**src/rtl/spi_pkg.sv**
```systemverilog
// Shared definitions for the SPI initiator and the slave it drives:
// master FSM states, frame width and the slave-side state encodings.
package spi_pkg;

  localparam int SPI_DATA_W = 8;

  typedef enum logic [2:0] {
    IDLE = 3'd0,
    WAIT = 3'd1,
    CMD  = 3'd2,
    DATA = 3'd3,
    GAP  = 3'd4
  } spi_mst_state_e;

  // Slave state encodings, kept here so the slave and its checkers agree.
  localparam logic [1:0] ST_IDLE = 2'b00;
  localparam logic [1:0] ST_WR   = 2'b01;
  localparam logic [1:0] ST_RD   = 2'b10;

endpackage

```
**src/rtl/spi_clk_div.sv**
```systemverilog
// Free-running SPI clock generator (mode 0, idle low). Ticks flag the
// system clock edge on which sclk rises or falls.
module spi_clk_div #(
  parameter int CLK_DIV = 4
) (
  input  logic clk,
  input  logic rst_n,
  output logic sclk,
  output logic rise_tick,
  output logic fall_tick
);

  localparam int CW = (CLK_DIV > 1) ? $clog2(CLK_DIV) : 1;

  logic [CW-1:0] div_cnt_q, div_cnt_d;
  logic          sclk_q, sclk_d;
  logic          toggle;

  always_comb begin
    toggle    = (div_cnt_q == CW'(CLK_DIV - 1));
    div_cnt_d = toggle ? '0 : div_cnt_q + CW'(1);
    sclk_d    = toggle ? ~sclk_q : sclk_q;
    // Ticks are decoded from the current level so they coincide with the edge.
    rise_tick = toggle & ~sclk_q;
    fall_tick = toggle & sclk_q;
  end

  always_ff @(posedge clk or negedge rst_n) begin
    if (!rst_n) begin
      div_cnt_q <= '0;
      sclk_q    <= 1'b0;
    end else begin
      div_cnt_q <= div_cnt_d;
      sclk_q    <= sclk_d;
    end
  end

  assign sclk = sclk_q;

endmodule

```
**src/rtl/spi_master_ctrl.sv**
```systemverilog
// SPI initiator: one 8-bit read or write per host request. Frame is one
// command sclk period followed by DATA_W data periods, MSB first.
module spi_master_ctrl
  import spi_pkg::*;
#(
  parameter int CLK_DIV  = 4,
  parameter int DATA_W   = SPI_DATA_W,
  parameter int IDLE_GAP = 1
) (
  input  logic              clk,
  input  logic              rst_n,
  input  logic              start,
  input  logic              rd_wr_req,
  input  logic [DATA_W-1:0] wr_data,
  output logic              ready,
  output logic              busy,
  output logic              done,
  output logic [DATA_W-1:0] rd_data,
  output logic              sclk,
  output logic              ssel,
  output logic              rd_wr,
  output logic              mosi,
  input  logic              miso
);

  localparam int BW = (DATA_W > 1) ? $clog2(DATA_W) : 1;
  localparam int GW = (IDLE_GAP > 1) ? $clog2(IDLE_GAP) : 1;

  // Host handshake: a request transfers on any clk edge where start and
  // ready are both high; rd_wr_req and wr_data are captured on that edge
  // only, and start seen while ready is low is dropped, not queued.

  logic rise_tick, fall_tick;

  spi_clk_div #(
    .CLK_DIV (CLK_DIV)
  ) u_clk_div (
    .clk       (clk),
    .rst_n     (rst_n),
    .sclk      (sclk),
    .rise_tick (rise_tick),
    .fall_tick (fall_tick)
  );

  spi_mst_state_e    state_q, state_d;
  logic [DATA_W-1:0] shift_q, shift_d;
  logic [DATA_W-1:0] rd_data_q, rd_data_d;
  logic [BW-1:0]     bit_cnt_q, bit_cnt_d;
  logic [GW-1:0]     gap_cnt_q, gap_cnt_d;
  logic              dir_q, dir_d;
  logic              ssel_q, ssel_d;
  logic              rd_wr_q, rd_wr_d;
  logic              mosi_q, mosi_d;
  logic              done_q, done_d;

  always_comb begin
    state_d   = state_q;
    shift_d   = shift_q;
    rd_data_d = rd_data_q;
    bit_cnt_d = bit_cnt_q;
    gap_cnt_d = gap_cnt_q;
    dir_d     = dir_q;
    ssel_d    = ssel_q;
    rd_wr_d   = rd_wr_q;
    mosi_d    = mosi_q;
    done_d    = 1'b0;

    case (state_q)
      IDLE: begin
        if (start) begin
          dir_d   = rd_wr_req;
          shift_d = wr_data;
          state_d = WAIT;
        end
      end

      WAIT: begin
        if (fall_tick) begin
          ssel_d  = 1'b0;
          rd_wr_d = dir_q;
          mosi_d  = 1'b0;
          state_d = CMD;
        end
      end

      // One full sclk period lets the slave leave its idle state.
      CMD: begin
        if (fall_tick) begin
          state_d   = DATA;
          bit_cnt_d = BW'(DATA_W - 1);
          mosi_d    = dir_q & shift_q[DATA_W-1];
        end
      end

      DATA: begin
        if (rise_tick) begin
          if (!dir_q) begin
            shift_d = {shift_q[DATA_W-2:0], miso};
          end
        end else if (fall_tick) begin
          if (bit_cnt_q == '0) begin
            state_d   = GAP;
            ssel_d    = 1'b1;
            mosi_d    = 1'b0;
            done_d    = 1'b1;
            gap_cnt_d = GW'(IDLE_GAP - 1);
            if (!dir_q) begin
              rd_data_d = shift_q;
            end
          end else begin
            bit_cnt_d = bit_cnt_q - BW'(1);
            if (dir_q) begin
              shift_d = {shift_q[DATA_W-2:0], 1'b0};
              mosi_d  = shift_q[DATA_W-2];
            end
          end
        end
      end

      // rd_wr deliberately holds here; it only moves at WAIT->CMD.
      GAP: begin
        if (fall_tick) begin
          if (gap_cnt_q == '0) begin
            state_d = IDLE;
          end else begin
            gap_cnt_d = gap_cnt_q - GW'(1);
          end
        end
      end

      default: state_d = IDLE;
    endcase
  end

  always_ff @(posedge clk or negedge rst_n) begin
    if (!rst_n) begin
      state_q   <= IDLE;
      shift_q   <= '0;
      rd_data_q <= '0;
      bit_cnt_q <= '0;
      gap_cnt_q <= '0;
      dir_q     <= 1'b0;
      ssel_q    <= 1'b1;
      rd_wr_q   <= 1'b0;
      mosi_q    <= 1'b0;
      done_q    <= 1'b0;
    end else begin
      state_q   <= state_d;
      shift_q   <= shift_d;
      rd_data_q <= rd_data_d;
      bit_cnt_q <= bit_cnt_d;
      gap_cnt_q <= gap_cnt_d;
      dir_q     <= dir_d;
      ssel_q    <= ssel_d;
      rd_wr_q   <= rd_wr_d;
      mosi_q    <= mosi_d;
      done_q    <= done_d;
    end
  end

  assign ready   = (state_q == IDLE);
  assign busy    = ~ready;
  assign done    = done_q;
  assign rd_data = rd_data_q;
  assign ssel    = ssel_q;
  assign rd_wr   = rd_wr_q;
  assign mosi    = mosi_q;

  a_done_not_ready: assert property (@(posedge clk) disable iff (!rst_n)
    !(done && ready));

  a_serial_on_fall: assert property (@(posedge clk) disable iff (!rst_n)
    ((ssel_d != ssel_q) || (mosi_d != mosi_q) || (rd_wr_d != rd_wr_q)) |-> fall_tick);

endmodule

```
**config.mk**
```make
export PLATFORM = sky130hd
export DESIGN_NAME = spi_master_ctrl
export DESIGN_NICKNAME = d
export VERILOG_FILES = /design/src/rtl/spi_pkg.sv /design/src/rtl/spi_clk_div.sv /design/src/rtl/spi_master_ctrl.sv
export SDC_FILE = /design/constraint.sdc
export NUM_CORES = 1
export LEC_CHECK = 0
export CORE_MARGIN = 3
export CORE_UTILIZATION = 51
export CTS_CLUSTER_SIZE = 12
export DETAILED_ROUTE_END_ITERATION = 16
export GPL_TIMING_DRIVEN = 1
export HOLD_SLACK_MARGIN = 0.02
export PLACE_DENSITY_LB_ADDON = 0.15
export SLEW_MARGIN = 20
export SYNTH_ARGS = -nofsm -noshare
export SYNTH_HDL_FRONTEND = slang
export SYNTH_HIERARCHICAL = 1
export SYNTH_SLANG_ARGS = --single-unit
export TNS_END_PERCENT = 10
```
**constraint.sdc**
```tcl
create_clock -name clk -period 2.2 [get_ports clk]
set_input_delay 0.22 -clock clk [delete_from_list [all_inputs] [get_ports clk]]
set_output_delay 0.22 -clock clk [all_outputs]
set_load 0.1 [all_outputs]
```
==> impl_results.md, run 1 <==
- Synth Register Bits: 30
- DRT iter0 DRCs: 26
- Fin Hold WS: 285 ps
- Worst Hold Class: in2async
- Reg area: 753 sq um
- Routed Antenna Nets: 0
- Core area: 0.00281 sq mm
- Total congestion overflow: 0
- Layout Utilization: 68.4%
- First-pass GRT wire length: 4810 microns
- Commonest non-fill, non-tap cells in the layout: dfrtp_1, buf_4, mux2_4
- Initial DRT Pass Iterations: 4
- Final layout net count: 170
- GPL Wtd Cong: 0.798
- Clock root buffer: clkbuf_4
- Top cell type's share of synthesized area: 47.3%
- Worst-Margin Slew: 514 ps
- Setup Buffers After CTS: 0
- Core Rows: 19
- Fillcell total: 239
- Ys async rst share: 100%
- Pwr dens: 1400 mW/mm^2
- Multi-input logic area: 748 sq um
- Status: finished, final reports clean
- Tmin final: 2050 ps
- Vias in the first global route: 961
- Final setup violation count: 0
- Overall routing resource usage: 18.2%
- Worst setup path class: reg2reg
- Die Y: 60.9 microns
- Worst setup EP type: flop
- PortBufs: 27
- Clk Latency, worst-skew pair: 320 ps
- TritonCTS clock tree: yes
- CTS Sinks: 30
- Die area: 0.00370 sq mm
- Primary FF master, synth: dfrtp_1
- H-tree Lvls: 2
- Final hold vios: 0
- Critical Path RT: 2420 ps
- Worst-path clk slew: 100 ps
- # resized after CTS: 0
- Total Routed Length: 2820 microns
- Post-route cell area: 0.00192 sq mm
- Cts hold-fix bufs: 0
- CTS Buf Count: 5
- RSZ-0062 raised after global routing: false
- Drt wl/cell: 15.1 microns
- Ys Warns: 6
- # Max-Cap Violations: 0
- Max Clk Rate: 488 MHz
- Placed inst area: 0.00185 sq mm
- I/O Pins: 28
- Remaining routing DRC violations: 0
- Synth Net Count: 135
- Area growth, synth to finish: 24.9%
- Initial antenna violation count: 0
- Post-Syn Area: 0.00154 sq mm
- Sequential cell area fraction in the yosys report: 49.0%
- Cells after synthesis: 119
- Largest net degree at the start of global routing: 31
- Vias: 996
- Worst Path Arrival: 2260 ps
- Vias per cell: 5.35
- Antenna Cells: 0
- Max Transition Viols Final: 0
- Leading area contributor after synthesis: dfrtp_1
- Commonest non-fill, non-tap cell in the layout: dfrtp_1
- Share of layout cells above drive strength 1: 34.8%
- Worst setup SP type: flop
- Final Skew: 8.17 ps
- Unique masters post-synth: 38
- Initial Util: 54.7%
- Top area cells in the synthesized netlist: dfrtp_1, mux2_4, mux2_1
- Leak: 0.883 nW
- Fin crit share: 93.1%
- Max IR drop VDD: 970 uV
- Clock buffer depth: 2
- DP HPWL: 2050 microns
- Max-Slew Margin vs Limit: 65.7%
- Mean Syn Cell Area: 12.9 sq um
- Critical path peak fanout: 8
- Die width: 60.9 microns
- Post-synth EDFFs: 0
[final timing paths]
kind,start,to,slack [ps],depth (start not counted)
worst min register to register,u_clk_div/div_cnt_q[0]$_DFF_PN0_,u_clk_div/div_cnt_q[0]$_DFF_PN0_,440,1
min in group clk,u_clk_div/div_cnt_q[0]$_DFF_PN0_,u_clk_div/div_cnt_q[0]$_DFF_PN0_,440,1
worst max register to register,u_clk_div/div_cnt_q[0]$_DFF_PN0_,rd_data[2]$_DFFE_PN0P_,150,6
max in group asynchronous,rst_n,ssel$_DFFE_PN1P_,1600,2
worst min-delay path,rst_n,shift_q[6]$_DFFE_PN0P_,280,2
worst max-delay path,u_clk_div/div_cnt_q[0]$_DFF_PN0_,rd_data[2]$_DFFE_PN0P_,150,6
[worst max-delay path: stages, from the launching register on]
cell and delay [ps]:
dfrtp_1 390, ha_1 240, and2b_2 280, nor3b_4 290, nand4_4 190, nor2_8 230
mux2_4 320
[per-stage QoR]
stage / power, W / instances / setup TNS [ps] / worst slack, ps
final: 0.00268 / 186 / 0 / 153
after global routing: 0.00285 / 186 / 0 / 25.5
after CTS: 0.00270 / 186 / 0 / 88.5
after detailed placement: 0.00235 / 178 / 0 / 97.7
after global placement: 0.00231 / 178 / 0 / 166
after floorplan: 0.00202 / 119 / -258 / -106
[metal layers]
metal / global-route usage (%) / wire length, microns / up-vias
met5: 0 / 0 / -
met4: 8.98 / 33 / 0
met3: 5.53 / 152 / 4
met2: 27.0 / 1360 / 24
met1: 24.2 / 1270 / 472
li1: - / - / 496
[cell families (layout without fill, tap and decap cells)]
logic type      after synthesis  in the layout  synth area share [%]
mux                          26             26                  23.0
flops                        30             30                  49.0
compound gates               21             21                  8.80
fa+ha+maj                     3              3                  2.45
buf+inv                      10             46                  3.10
simple gates                 28             28                  13.1
xor+xnor                      1              1                 0.571
[final cells by class]
cell class | instances | area share (%)
flip-flops and latches | 30 | 39.3
multi-input cells | 79 | 39.0
repair buffers | 32 | 15.4
clock buffers | 7 | 2.87
well taps | 31 | 2.02
inverters | 6 | 1.17
clock inverters | 1 | 0.261
[power breakdown]
part,internal [W],leakage [nW],switching [W],total [W]
clock,0.000155,0.0353,0.000188,0.000343
sequential,0.000754,0.366,0.000191,0.000945
combinational,0.000503,0.481,0.000892,0.00140
[cells in the mapped netlist, types with 2 or more instances]
cell / n
nand2_1: 9
a21oi_1: 4
nor2_1: 5
inv_1: 5
dfrtp_1: 29
buf_2: 2
mux2_4: 16
o21ai_1: 4
a31oi_1: 4
ha_1: 3
mux2_1: 10
o21bai_1: 2
[registers in the layout, indices dropped and copies added, names as in the netlist, 2 cells and up]
register,count
shift_q,8
state_q,3
rd_data,8
bit_cnt_q,3
u_clk_div/div_cnt_q,2
(Power assumes the default switching activity.)
==> run 2, diff against run 1 <==
--- a/config.mk
+++ b/config.mk
@@ -5,8 +5,9 @@
 export SDC_FILE = /design/constraint.sdc
 export NUM_CORES = 1
 export LEC_CHECK = 0
+export ABC_AREA = 1
 export CORE_MARGIN = 3
-export CORE_UTILIZATION = 51
+export CORE_UTILIZATION = 52
 export CTS_CLUSTER_SIZE = 12
 export DETAILED_ROUTE_END_ITERATION = 16
 export GPL_TIMING_DRIVEN = 1
==> run 2 against run 1 <==
Net effect: cell count grew 49%; critical path type is now reg2out; highest routed layer unchanged; clock skew grew 0.93 ps; largest cell class unchanged; sequential power grew 0.6%.
==> impl_results.md, run 2 <==
- P_int: 0.00147 W
- Tmin final: 1680 ps
- Ys async rst share: 100%
- Vias in the first global route: 1338
- DP HPWL: 2490 microns
- CTS Buf Count: 5
- Mean Syn Cell Area: 8.07 sq um
- Top area cells in the synthesized netlist: dfrtp_1, nand2_1, inv_1
- Worst Hold Class: in2async
- Worst-Margin Slew: 432 ps
- Total congestion overflow: 0
- Initial antenna violation count: 0
- Seq pwr share: 29.3%
- Ys Warns: 6
- Synth Net Count: 220
- Final Skew: 9.10 ps
- Antenna Cells: 0
- Commonest non-fill, non-tap cell in the layout: nand2_1
- Die area: 0.00388 sq mm
- Initial Util: 57.2%
- Worst setup path class: reg2out
- Pwr dens: 1620 mW/mm^2
- Gate power share: 57.4%
- Fin crit share: 76.5%
- Initial DRT Pass Iterations: 5
- Status: finished, final reports clean
- Routed Antenna Nets: 0
- Cts hold-fix bufs: 0
- Core area: 0.00288 sq mm
- Top cell type's share of synthesized area: 44.1%
- Final worst slack: 517 ps
- Final layout net count: 251
- Post-Place Worst Slack: 550 ps
- Share of total power in the clock network: 13.3%
- Vias per cell: 5.09
- Switching power total: 0.00178 W
- Max IR drop VDD: 880 uV
- Leading area contributor after synthesis: dfrtp_1
- Worst setup SP type: flop
- Drt wl/cell: 12.2 microns
- Worst-path clk slew: 100 ps
- Max-Slew Margin vs Limit: 71.1%
- Post-synth EDFFs: 0
- Die Y: 62.3 microns
- Reg2Reg Depth: 8
- Remaining routing DRC violations: 0
- Max Transition Viols Final: 0
- CTS Sinks: 30
- # Max-Cap Violations: 0
- Synth Register Bits: 30
- Critical path peak fanout: 9
- TritonCTS clock tree: yes
- Setup Buffers After CTS: 0
- Worst Path Arrival: 1460 ps
- Share of layout cells above drive strength 1: 22.5%
- Cells after synthesis: 204
- Max Clk Rate: 594 MHz
- I/O Pins: 28
- Fin Hold WS: 254 ps
- Commonest cells post-synth: nand2_1, dfrtp_1, inv_1
- Final hold vios: 0
- Count leader, synth: nand2_1
- RSZ-0062 raised after global routing: false
- Clock root buffer: clkbuf_4
- Vias: 1416
- Clk Latency, worst-skew pair: 330 ps
- Area growth, synth to finish: 21.5%
- GPL Wtd Cong: 0.858
- Primary FF master, synth: dfrtp_1
- First-pass GRT wire length: 6060 microns
- H-tree Lvls: 2
- Die width: 62.3 microns
- DRT iter0 DRCs: 100
- Total Routed Length: 3400 microns
- Worst setup EP type: primary output
- Sequential cell area fraction in the yosys report: 45.7%
- Overall routing resource usage: 19.6%
- Core Rows: 19
- Clock buffer depth: 2
- # resized after CTS: 0
- Critical Path RT: 1980 ps
- PortBufs: 27
- Setup_tns: 0 ps
- Unique masters post-synth: 26
- Switching portion of total power: 54.8%
- Commonest non-fill, non-tap cells in the layout: nand2_1, dfrtp_1, inv_1
- Post-Syn Area: 0.00165 sq mm
- Final setup violation count: 0
- Leak: 1.05 nW
- Largest net degree at the start of global routing: 31
-- run 2: changes by cell type after synthesis, moves of 5 or more --
cell     previous run  this run
nand3_1             0         5
nand4_1             0         9
mux2_4             16         0
o21ai_2             0         8
nand2_2             0         6
inv_1               5        25
mux2_1             10         0
nor2_1              5        11
o21ai_0             1         7
nand2_1             9        77
-- run 2: path summary, 6_finish.rpt --
path	startpoint	end	slack (ps)
worst min-delay path	rst_n	state_q[0]$_DFFE_PN0P_	250
worst max register to register	u_clk_div/div_cnt_q[0]$_DFF_PN0_	rd_data[4]$_DFFE_PN0P_	550
worst min register to register	u_clk_div/div_cnt_q[0]$_DFF_PN0_	u_clk_div/div_cnt_q[0]$_DFF_PN0_	430
max in group asynchronous	rst_n	ssel$_DFFE_PN1P_	1640
min in group clk	u_clk_div/div_cnt_q[0]$_DFF_PN0_	u_clk_div/div_cnt_q[0]$_DFF_PN0_	430
worst max-delay path	state_q[0]$_DFFE_PN0P_	busy	520
-- run 2: routing by layer --
| layer | wire, microns | global-route usage [%] | vias up |
|---|---|---|---|
| met2 | 1500 | 28.9 | 68 |
| met1 | 1560 | 26.5 | 633 |
| met4 | 66 | 8.26 | 0 |
| li1 | - | - | 706 |
| met3 | 266 | 6.31 | 9 |
| met5 | 0 | 0 | - |
-- run 2: logic make-up (layout without fill, tap and decap cells) --
family,after synthesis,in the layout,synth area share (%)
AND/OR/NAND/NOR,116,116,33.8
XOR/XNOR,1,1,0.532
AO/OA/AOI/OAI,22,22,8.82
flip-flops,30,30,45.7
buffers and inverters,32,64,8.82
adder cells (fa/ha/maj),3,3,2.28
-- run 2: critical path: stages (launching register included) --
cell and delay (ps):
dfrtp_1 560, nor2_1 130, nand2_2 130, buf_4 300
-- run 2: final cells by class --
type	instances	area, sq um
fillers	231	877
flip-flops and latches	30	752
multi-input cells	142	751
repair buffers	28	253
inverters	28	114
well taps	42	52.6
clock inverters	3	40.0
clock buffers	5	37.5
-- run 2: metrics by stage --
stage               cells  instance area (sq um)  total power [W]  utilization, %
floorplan             204                   1650          0.00241               -
global placement      270                   1920          0.00277            66.8
detailed placement    270                   1920          0.00282            66.8
CTS                   278                   2000          0.00326            69.5
global route          278                   2000          0.00346            69.5
finish                278                   2000          0.00324            69.5
-- run 2: power groups by stage --
stage / Combinational [W] / Sequential [W] / Clock [W]
final: 0.00186 / 0.000951 / 0.000431
after global routing: 0.00201 / 0.000981 / 0.000467
after CTS: 0.00187 / 0.000948 / 0.000439
after detailed placement: 0.00186 / 0.000959 / 0
after global placement: 0.00183 / 0.000947 / 0
after floorplan: 0.000964 / 0.00145 / 0
==> run 3, diff against run 2 <==
==> constraint.sdc (replaced) <==
create_clock -name clk -period 1.7 [get_ports clk]
set_input_delay 0.17 -clock clk [delete_from_list [all_inputs] [get_ports clk]]
set_output_delay 0.17 -clock clk [all_outputs]
set_load 0.1 [all_outputs]
==> run 3 against run 2 <==
Net effect: non-clock buffer count is 7 higher; total power increased by 33%; critical path depth up 4; sequential power is 27% higher; clock skew is essentially flat; die area stayed put; via count is 6.9% higher; combinational power rose by 42%; cell count increased by 2.9%; clock-buffer cell count increased by 2; first-iteration DRC count shrank 32%; register-to-register slack got worse by 490 ps; largest cell class is now multi-input combinational cells; largest power group unchanged.
==> impl_results.md, run 3 (same netlist as run 2, synthesis figures left out) <==
- Clock root buffer: clkbuf_4
- Critical path peak fanout: 8
- TritonCTS clock tree: yes
- Routed Antenna Nets: 0
- Status: finished, final reports clean
- Total congestion overflow: 0
- Post-Place Worst Slack: -31.5 ps
- Fillcell total: 212
- First-pass GRT wire length: 6480 microns
- Max Clk Rate: 610 MHz
- Area growth, synth to finish: 30.7%
- Final setup violation count: 0
- Final Skew: 8.63 ps
- Critical Path Sink: rd_data[6]$_DFFE_PN0P_
- Commonest non-fill, non-tap cells in the layout: nand2_1, dfrtp_1, inv_1
- Drt wl/cell: 13.2 microns
- GPL Wtd Cong: 0.964
- Setup_tns: 0 ps
- Total power: 0.00431 W
- Layout Utilization: 74.8%
- I/O Pins: 28
- CTS Sinks: 30
- Antenna Cells: 0
- R2r setup slk: 60 ps
- Commonest non-fill, non-tap cell in the layout: nand2_1
- Cts hold-fix bufs: 0
- Post-route cell area: 0.00215 sq mm
- Clock buffer depth: 2
- Worst Path Arrival: 1860 ps
- DRT iter0 DRCs: 68
- Final worst slack: 60.8 ps
- Remaining routing DRC violations: 0
- Placed inst area: 0.00200 sq mm
- CTS Buf Count: 5
- Initial Util: 57.2%
- CP startpoint: bit_cnt_q[0]$_DFFE_PN0P_
- Die width: 62.3 microns
- Initial DRT Pass Iterations: 4
- Vias: 1514
- H-tree Lvls: 2
- Pwr dens: 2000 mW/mm^2
- Reg2Reg Depth: 7
- Overall routing resource usage: 20.8%
- Worst-Margin Slew: 404 ps
- R2R Path End: rd_data[6]$_DFFE_PN0P_
- Share of layout cells above drive strength 1: 29.5%
- Total Routed Length: 3770 microns
- Worst setup SP type: flop
- Initial antenna violation count: 0
- # Max-Cap Violations: 0
- Die Y: 62.3 microns
- Final hold vios: 0
- Vias in the first global route: 1459
- Core Rows: 19
- Core area: 0.00288 sq mm
- Max IR drop VDD: 1210 uV
- Final layout net count: 259
- Max Transition Viols Final: 0
- Worst-path clk slew: 100 ps
- Largest net degree at the start of global routing: 31
- Max-Slew Margin vs Limit: 73.0%
- Vias per cell: 5.29
- Tmin final: 1640 ps
- Die area: 0.00388 sq mm
- Worst reg2reg startpoint: bit_cnt_q[0]$_DFFE_PN0P_
- Critical Path RT: 1920 ps
- PortBufs: 27
- Leak: 1.10 nW
- Clk Latency, worst-skew pair: 330 ps
- DP HPWL: 2620 microns
- Worst setup EP type: flop
- Worst setup path class: reg2reg
- Fin crit share: 96.4%
- Worst Hold Class: in2async
==> run 3: timing repair <==
item,CTS,global route
gates cloned,1,0
buffers inserted,0,4
resized for setup,1,15
setup endpoints to repair,5,21
pin swaps,2,4
==> run 3: layout make-up <==
type / count / area [sq um] / area share, %
clock buffers: 7 / 55.1 / 2.56
well taps: 42 / 52.6 / 2.44
clock inverters: 1 / 5.00 / 0.233
multi-input cells: 143 / 808 / 37.6
flip-flops and latches: 30 / 756 / 35.1
inverters: 28 / 119 / 5.53
repair buffers: 35 / 355 / 16.5
==> run 3: metal layers <==
layer | global-route usage (%) | part of all wire, % | vias up
li1 | - | - | 727
met1 | 24.0 | 40 | 698
met2 | 34.9 | 49 | 69
met3 | 5.41 | 6.1 | 20
met4 | 11.8 | 4.7 | 0
met5 | 0 | 0 | -
==> run 3: how the worst min path moves through the flow <==
| stage | start | end | slack, ps |
|---|---|---|---|
| floorplan | rst_n | bit_cnt_q[0]$_DFFE_PN0P_ | -130 |
| global placement | u_clk_div/div_cnt_q[0]$_DFF_PN0_ | u_clk_div/div_cnt_q[0]$_DFF_PN0_ | 410 |
| detailed placement | u_clk_div/div_cnt_q[0]$_DFF_PN0_ | u_clk_div/div_cnt_q[0]$_DFF_PN0_ | 440 |
| CTS | rst_n | bit_cnt_q[1]$_DFFE_PN0P_ | 230 |
| global route | rst_n | shift_q[6]$_DFFE_PN0P_ | 240 |
| finish | rst_n | state_q[1]$_DFFE_PN0P_ | 230 |
==> run 3: per-stage QoR <==
stage | hold slack, ps | instances
finish | 226 | 286
global route | 240 | 286
CTS | 233 | 282
detailed placement | 442 | 273
global placement | 411 | 273
floorplan | -126 | 204
==> run 3: critical path, stage by stage (launching register included) <==
cell and delay [ps]:
dfrtp_1 370, inv_1 110, ha_1 220, nand2_2 120, nor3_4 320, nand3_4 230
nand2_2 130, o21ai_2 50
==> run 3: power breakdown <==
part,internal (W),switching [W]
Clock,0.000200,0.000247
Sequential,0.000989,0.000226
Combinational,0.000749,0.00190
Total,0.00194,0.00237
